### src/rtl/nota_word_sequencer.sv
// rtl/nota_word_sequencer.sv - buffers notes and feeds one word at a time to the note-word classifier
module nota_word_sequencer #(
  parameter int FIFO_DEPTH = 8,
  parameter int MAX_NOTES  = 4,
  parameter int TIMEOUT    = 4,
  parameter int CNT_W      = 8
) (
  input  logic             clk,
  input  logic             reset,
  input  logic             in_valid,
  output logic             in_ready,
  input  logic [2:0]       in_nota,
  input  logic             in_tom,
  input  logic             in_last,
  output logic             cls_reset,
  output logic             cls_ok,
  output logic [2:0]       cls_nota,
  output logic             cls_tom,
  input  logic             cls_fim,
  input  logic [1:0]       cls_tipo,
  output logic             word_done,
  output logic [1:0]       word_tipo,
  output logic [CNT_W-1:0] cnt_adj,
  output logic [CNT_W-1:0] cnt_comp,
  output logic [CNT_W-1:0] cnt_adv,
  output logic [CNT_W-1:0] cnt_err,
  output logic             busy
);

  localparam int AW = $clog2(FIFO_DEPTH);
  localparam int NW = $clog2(MAX_NOTES + 1);
  localparam int WW = (TIMEOUT > 1) ? $clog2(TIMEOUT) : 1;
  localparam logic [NW-1:0] NOTES_MAX = NW'(MAX_NOTES);
  localparam logic [WW-1:0] WAIT_LAST = WW'(TIMEOUT - 1);

  typedef enum logic [2:0] {
    S_CLR, S_FEED, S_TERM, S_WAIT, S_DRAIN, S_REPORT
  } state_t;

  state_t state, next_state;

  logic [4:0]    mem [FIFO_DEPTH];
  logic [AW:0]   wr_ptr, rd_ptr;
  logic          empty, full, push, pop;
  logic [4:0]    head;
  logic [2:0]    head_nota;
  logic          head_tom, head_last;
  logic [NW-1:0] notes_sent;
  logic [WW-1:0] wait_cnt;
  logic          feed_go;

  // Entry layout is {last, tom, nota}; pointers carry one extra wrap bit.
  assign empty     = (wr_ptr == rd_ptr);
  assign full      = (wr_ptr[AW] != rd_ptr[AW]) && (wr_ptr[AW-1:0] == rd_ptr[AW-1:0]);
  assign in_ready  = !full;
  assign push      = in_valid && !full;
  assign head      = mem[rd_ptr[AW-1:0]];
  assign head_nota = head[2:0];
  assign head_tom  = head[3];
  assign head_last = head[4];

  always_ff @(posedge clk) begin
    if (push) mem[wr_ptr[AW-1:0]] <= {in_last, in_tom, in_nota};
  end

  always_ff @(posedge clk) begin
    if (reset) begin
      wr_ptr <= '0;
      rd_ptr <= '0;
    end else begin
      if (push) wr_ptr <= wr_ptr + (AW+1)'(1);
      if (pop)  rd_ptr <= rd_ptr + (AW+1)'(1);
    end
  end

  // A note is sent only to a live classifier, and only while it is legal inside a word.
  assign feed_go = !cls_fim && !empty && (head_nota != 3'b000) && (notes_sent != NOTES_MAX);
  assign busy    = !(state == S_FEED && notes_sent == '0);

  always_ff @(posedge clk) begin
    if (reset) state <= S_CLR;
    else       state <= next_state;
  end

  always_comb begin
    next_state = state;
    case (state)
      S_CLR:    next_state = S_FEED;
      S_FEED: begin
        if (cls_fim) next_state = S_DRAIN;
        else if (!empty) begin
          if (head_nota == 3'b000 || notes_sent == NOTES_MAX) next_state = S_DRAIN;
          else if (head_last)                                 next_state = S_TERM;
        end
      end
      S_TERM:   next_state = cls_fim ? S_REPORT : S_WAIT;
      S_WAIT:   if (cls_fim || wait_cnt == WAIT_LAST) next_state = S_REPORT;
      S_DRAIN:  if (!empty && head_last) next_state = S_REPORT;
      S_REPORT: next_state = S_CLR;
      default:  next_state = S_CLR;
    endcase
  end

  always_comb begin
    cls_reset = 1'b0;
    cls_ok    = 1'b0;
    cls_nota  = 3'b000;
    cls_tom   = 1'b0;
    pop       = 1'b0;
    word_done = 1'b0;
    case (state)
      S_CLR:    cls_reset = 1'b1;
      S_FEED: begin
        if (feed_go) begin
          cls_ok   = 1'b1;
          cls_nota = head_nota;
          cls_tom  = head_tom;
          pop      = 1'b1;
        end
      end
      S_TERM:   cls_ok = !cls_fim;
      S_DRAIN:  pop = !empty;
      S_REPORT: word_done = 1'b1;
      default:  ;
    endcase
  end

  // word_tipo settles on entry to REPORT so it is valid alongside word_done.
  always_ff @(posedge clk) begin
    if (reset) begin
      notes_sent <= '0;
      wait_cnt   <= '0;
      word_tipo  <= 2'b00;
      cnt_adj    <= '0;
      cnt_comp   <= '0;
      cnt_adv    <= '0;
      cnt_err    <= '0;
    end else begin
      case (state)
        S_CLR:  notes_sent <= '0;
        S_FEED: if (cls_ok) notes_sent <= notes_sent + NW'(1);
        S_TERM: wait_cnt <= '0;
        S_WAIT: wait_cnt <= wait_cnt + WW'(1);
        S_REPORT: begin
          case (word_tipo)
            2'b01:   if (cnt_adj  != '1) cnt_adj  <= cnt_adj  + CNT_W'(1);
            2'b10:   if (cnt_comp != '1) cnt_comp <= cnt_comp + CNT_W'(1);
            2'b11:   if (cnt_adv  != '1) cnt_adv  <= cnt_adv  + CNT_W'(1);
            default: if (cnt_err  != '1) cnt_err  <= cnt_err  + CNT_W'(1);
          endcase
        end
        default: ;
      endcase
      if (state != S_REPORT && next_state == S_REPORT)
        word_tipo <= (state == S_WAIT && cls_fim) ? cls_tipo : 2'b00;
    end
  end

endmodule

### config.mk
export PLATFORM = sky130hd
export DESIGN_NAME = nota_word_sequencer
export DESIGN_NICKNAME = d
export VERILOG_FILES = /design/src/rtl/nota_word_sequencer.sv
export SDC_FILE = /design/constraint.sdc
export NUM_CORES = 1
export LEC_CHECK = 0
export ABC_AREA = 1
export CAP_MARGIN = 20
export CELL_PAD_IN_SITES_DETAIL_PLACEMENT = 1
export CELL_PAD_IN_SITES_GLOBAL_PLACEMENT = 2
export CORE_ASPECT_RATIO = 1.4
export CORE_MARGIN = 1
export CORE_UTILIZATION = 35
export CTS_BUF_LIST = sky130_fd_sc_hd__clkbuf_4
export CTS_CLUSTER_DIAMETER = 80
export DETAILED_ROUTE_END_ITERATION = 7
export PLACE_DENSITY = 0.9
export SETUP_SLACK_MARGIN = 0.2
export SKIP_CTS_REPAIR_TIMING = 1
export SLEW_MARGIN = 5
export SYNTH_ARGS = -nofsm -noshare
export SYNTH_HDL_FRONTEND = slang
export SYNTH_SLANG_ARGS = --single-unit
### constraint.sdc
create_clock -name clk -period 1.9 [get_ports clk]
set_input_delay 0.38 -clock clk [delete_from_list [all_inputs] [get_ports clk]]
set_output_delay 0.38 -clock clk [all_outputs]
set_load 0.02 [all_outputs]
==> impl_metrics.csv <==
group,metric,value,unit
status,failed_checks,"setup timing",
sta,finClkSkew,0.0188,ns
finish,drive_gt1_share,36.3,%
critical_path,critPathCaptureType,"primary output",
yosys,synthesis.area_per_instance,8.55,um2
power_and_ir_drop,power_density,767,nW/um2
clock_network,cts_made_buffers,9,
place,portBuffers,53,
finish,final.fill_count,1335,
die,chipHeight,133,um
yosys,synth_nets,518,
yosys,synth.distinct_cells,42,
finish,nets,638,
worst_hold_path,hold_class,"flop to flop",
power_and_ir_drop,switchingPower,1580,uW
sta,setup_ws,-0.441,ns
place,gp_congestion,0.800,
critical_path,cp.arrival,1.96,ns
clock_network,clkTransAtPathRegs,0.14,ns
power_and_ir_drop,p_int,3260,uW
grt,grt_max_degree,21,
routing,vias_per_cell,5.00,
grt,antenna_found_initial,1,
worst_hold_path,hp-start,"wr_ptr[3]",
die,initial_core_util,36.0,%
power_and_ir_drop,pwr-share-comb,30.5,%
sta,timing.slew.headroom,76.2,%
power_and_ir_drop,swShare,32.6,%
power_and_ir_drop,power_frac_clock,22.8,%
clock_network,clk-insertion-delay-late,0.46,ns
critical_path,crit_fanout,6,
routing,totalWireLength,12500,um
clock_network,cts_buffer_depth,2,
routing,postRouteAntennaNets,0,
die,die-area,12600,um2
grt,grt_overflow,0,
sta,rsz0062_at_grt,"yes",
clock_network,numClockSinks,93,
routing,drc_errors,0,
routing,routed-via-count,3856,
die,rows,47,
grt,first_global_vias,3868,
place,pre_cts_slack,-0.550,ns
clock_network,cts_tree,"done",
yosys,synthFlopType,"dfxtp_1",
yosys,yosys_warnings,0,
finish,syn_to_final_growth,48.0,%
critical_path,required,1.52,ns
critical_path,path_class,"flop to primary output",
yosys,syn_inst,498,
grt,track_usage,18.5,%
yosys,syn-cell-area,4260,um2
routing,dr.pass1.iters,4,
finish,layout_commonest_cell,"nand2_1",
sta,min_period,2.34,ns
routing,drt_iter0_drc,122,
yosys,synth_edf_count,40,
run,drv_cap,0,
routing,wire_per_inst,16.2,um
place,place_hpwl,8420,um
yosys,synth-seq-cells,93,
power_and_ir_drop,p_leak,0.00312,uW
clock_network,root_buffer,"clkbuf_4",
die,core_area,11800,um2
power_and_ir_drop,vdd.ir_drop.worst,0.348,mV
clock_network,h-tree-depth,3,
die,die_x,95.2,um
sta,max_freq,0.427,GHz
sta,period_share,123,%
die,io_pins,54,
status,status,"finished, violations left",
sta,setup_viol_count_final,8,
yosys,yosysSeqAreaShare,53.1,%
finish,final_cell_mix,"nand2_1, inv_1, buf_4",
critical_path,worst_setup_path_start_kind,"flop",
grt,grt_pass1_wl,17900,um
sta,drv_slew,0,
yosys,async_reset_ff_share,0,%
sta,hold_viol,0,
sta,fin_setup_tns,-2.29,ns
power_and_ir_drop,power_frac_seq,46.7,%
sta,tightest_slew,0.354,ns
-- final timing paths --
kind,endpoint,depth (start not counted),slack [ns]
setup / recovery,cls_nota[1],10,-0.44
hold / removal,wr_ptr[3],1,0.48
setup reg to reg,word_tipo[1],14,-0.05
hold reg to reg,wr_ptr[3],1,0.48
-- synthesized netlist by cell type (3+ instances only) --
library cell / number / share of area, %
nor2_4: 3 / 0.79
a21oi_1: 34 / 4.0
nand2_2: 5 / 0.73
nand2_1: 85 / 7.5
o21a_1: 3 / 0.53
inv_1: 68 / 6.0
nand4_1: 3 / 0.44
nor3_2: 3 / 0.71
clkbuf_1: 5 / 0.44
dfxtp_1: 53 / 25
nor3_1: 8 / 0.94
edfxtp_1: 40 / 28
ha_1: 9 / 2.6
nor2_1: 67 / 5.9
xor2_1: 9 / 1.9
nand3_1: 40 / 4.7
inv_2: 5 / 0.44
o21ai_0: 28 / 3.3
-- power groups by stage --
stage                     combinational, uW  sequential, uW  clock [uW]
after floorplan                         579            2280           0
after global placement                 1030            2260           0
after detailed placement               1080            2270           0
after CTS                              1090            2230        1130
after global routing                   1590            2270        1200
final                                  1470            2260        1100
-- per-stage QoR --
stage	instances	power (uW)	util [%]	instance area [um2]	hold WS (ns)
after floorplan	498	2860	-	4280	0.442
after global placement	740	3290	45.1	5330	0.456
after detailed placement	740	3350	45.1	5330	0.466
after CTS	756	4450	46.3	5470	0.486
after global routing	771	5060	53.3	6300	0.498
final	771	4830	53.3	6300	0.481
-- critical path, stage by stage (launching register included) --
cell	delay, ns
dfxtp_4	0.40
clkbuf_16	0.16
nand2_2	0.07
nand3_1	0.11
nand3_2	0.10
nand2_2	0.08
nand3_4	0.11
nand4_4	0.10
buf_8	0.17
nor2_4	0.08
buf_6	0.12
-- layer usage --
| layer | routed length [um] | GRT usage, % |
|---|---|---|
| met1 | 4610 | 19.0 |
| met5 | 0 | 0 |
| met4 | 396 | 9.93 |
| met3 | 350 | 2.99 |
| met2 | 7110 | 34.6 |
-- kinds of logic after synthesis --
| group | after synthesis | share of synthesized area, % |
|---|---|---|
| and+or+nand+nor | 226 | 24.5 |
| xor gates and xnor gates | 10 | 2.06 |
| DFF | 93 | 53.1 |
| AOI/OAI and AO/OA | 77 | 9.96 |
| adders and majority gates | 9 | 2.64 |
| buffers and inverters | 83 | 7.73 |
-- cell type report --
class	count	area (um2)	area share [%]
Clock buffer	12	90.1	1.43
Sequential cell	93	2300	36.5
Timing Repair Buffer	119	1190	18.9
Inverter	73	284	4.51
Antenna cell	1	2.50	0.0397
Clock inverter	4	48.8	0.774
Tap cell	147	184	2.92
Multi-Input combinational cell	322	2210	35.0
-- registers in the layout, summed over array words and instances (netlist names), named ones only --
register / cells
notes_sent: 3
cnt_adj: 8
cnt_err: 8
mem: 40
word_tipo: 2
cnt_comp: 8
wr_ptr: 4
rd_ptr: 4
state: 3
wait_cnt: 2
cnt_adv: 8
(Power assumes the default switching activity.)
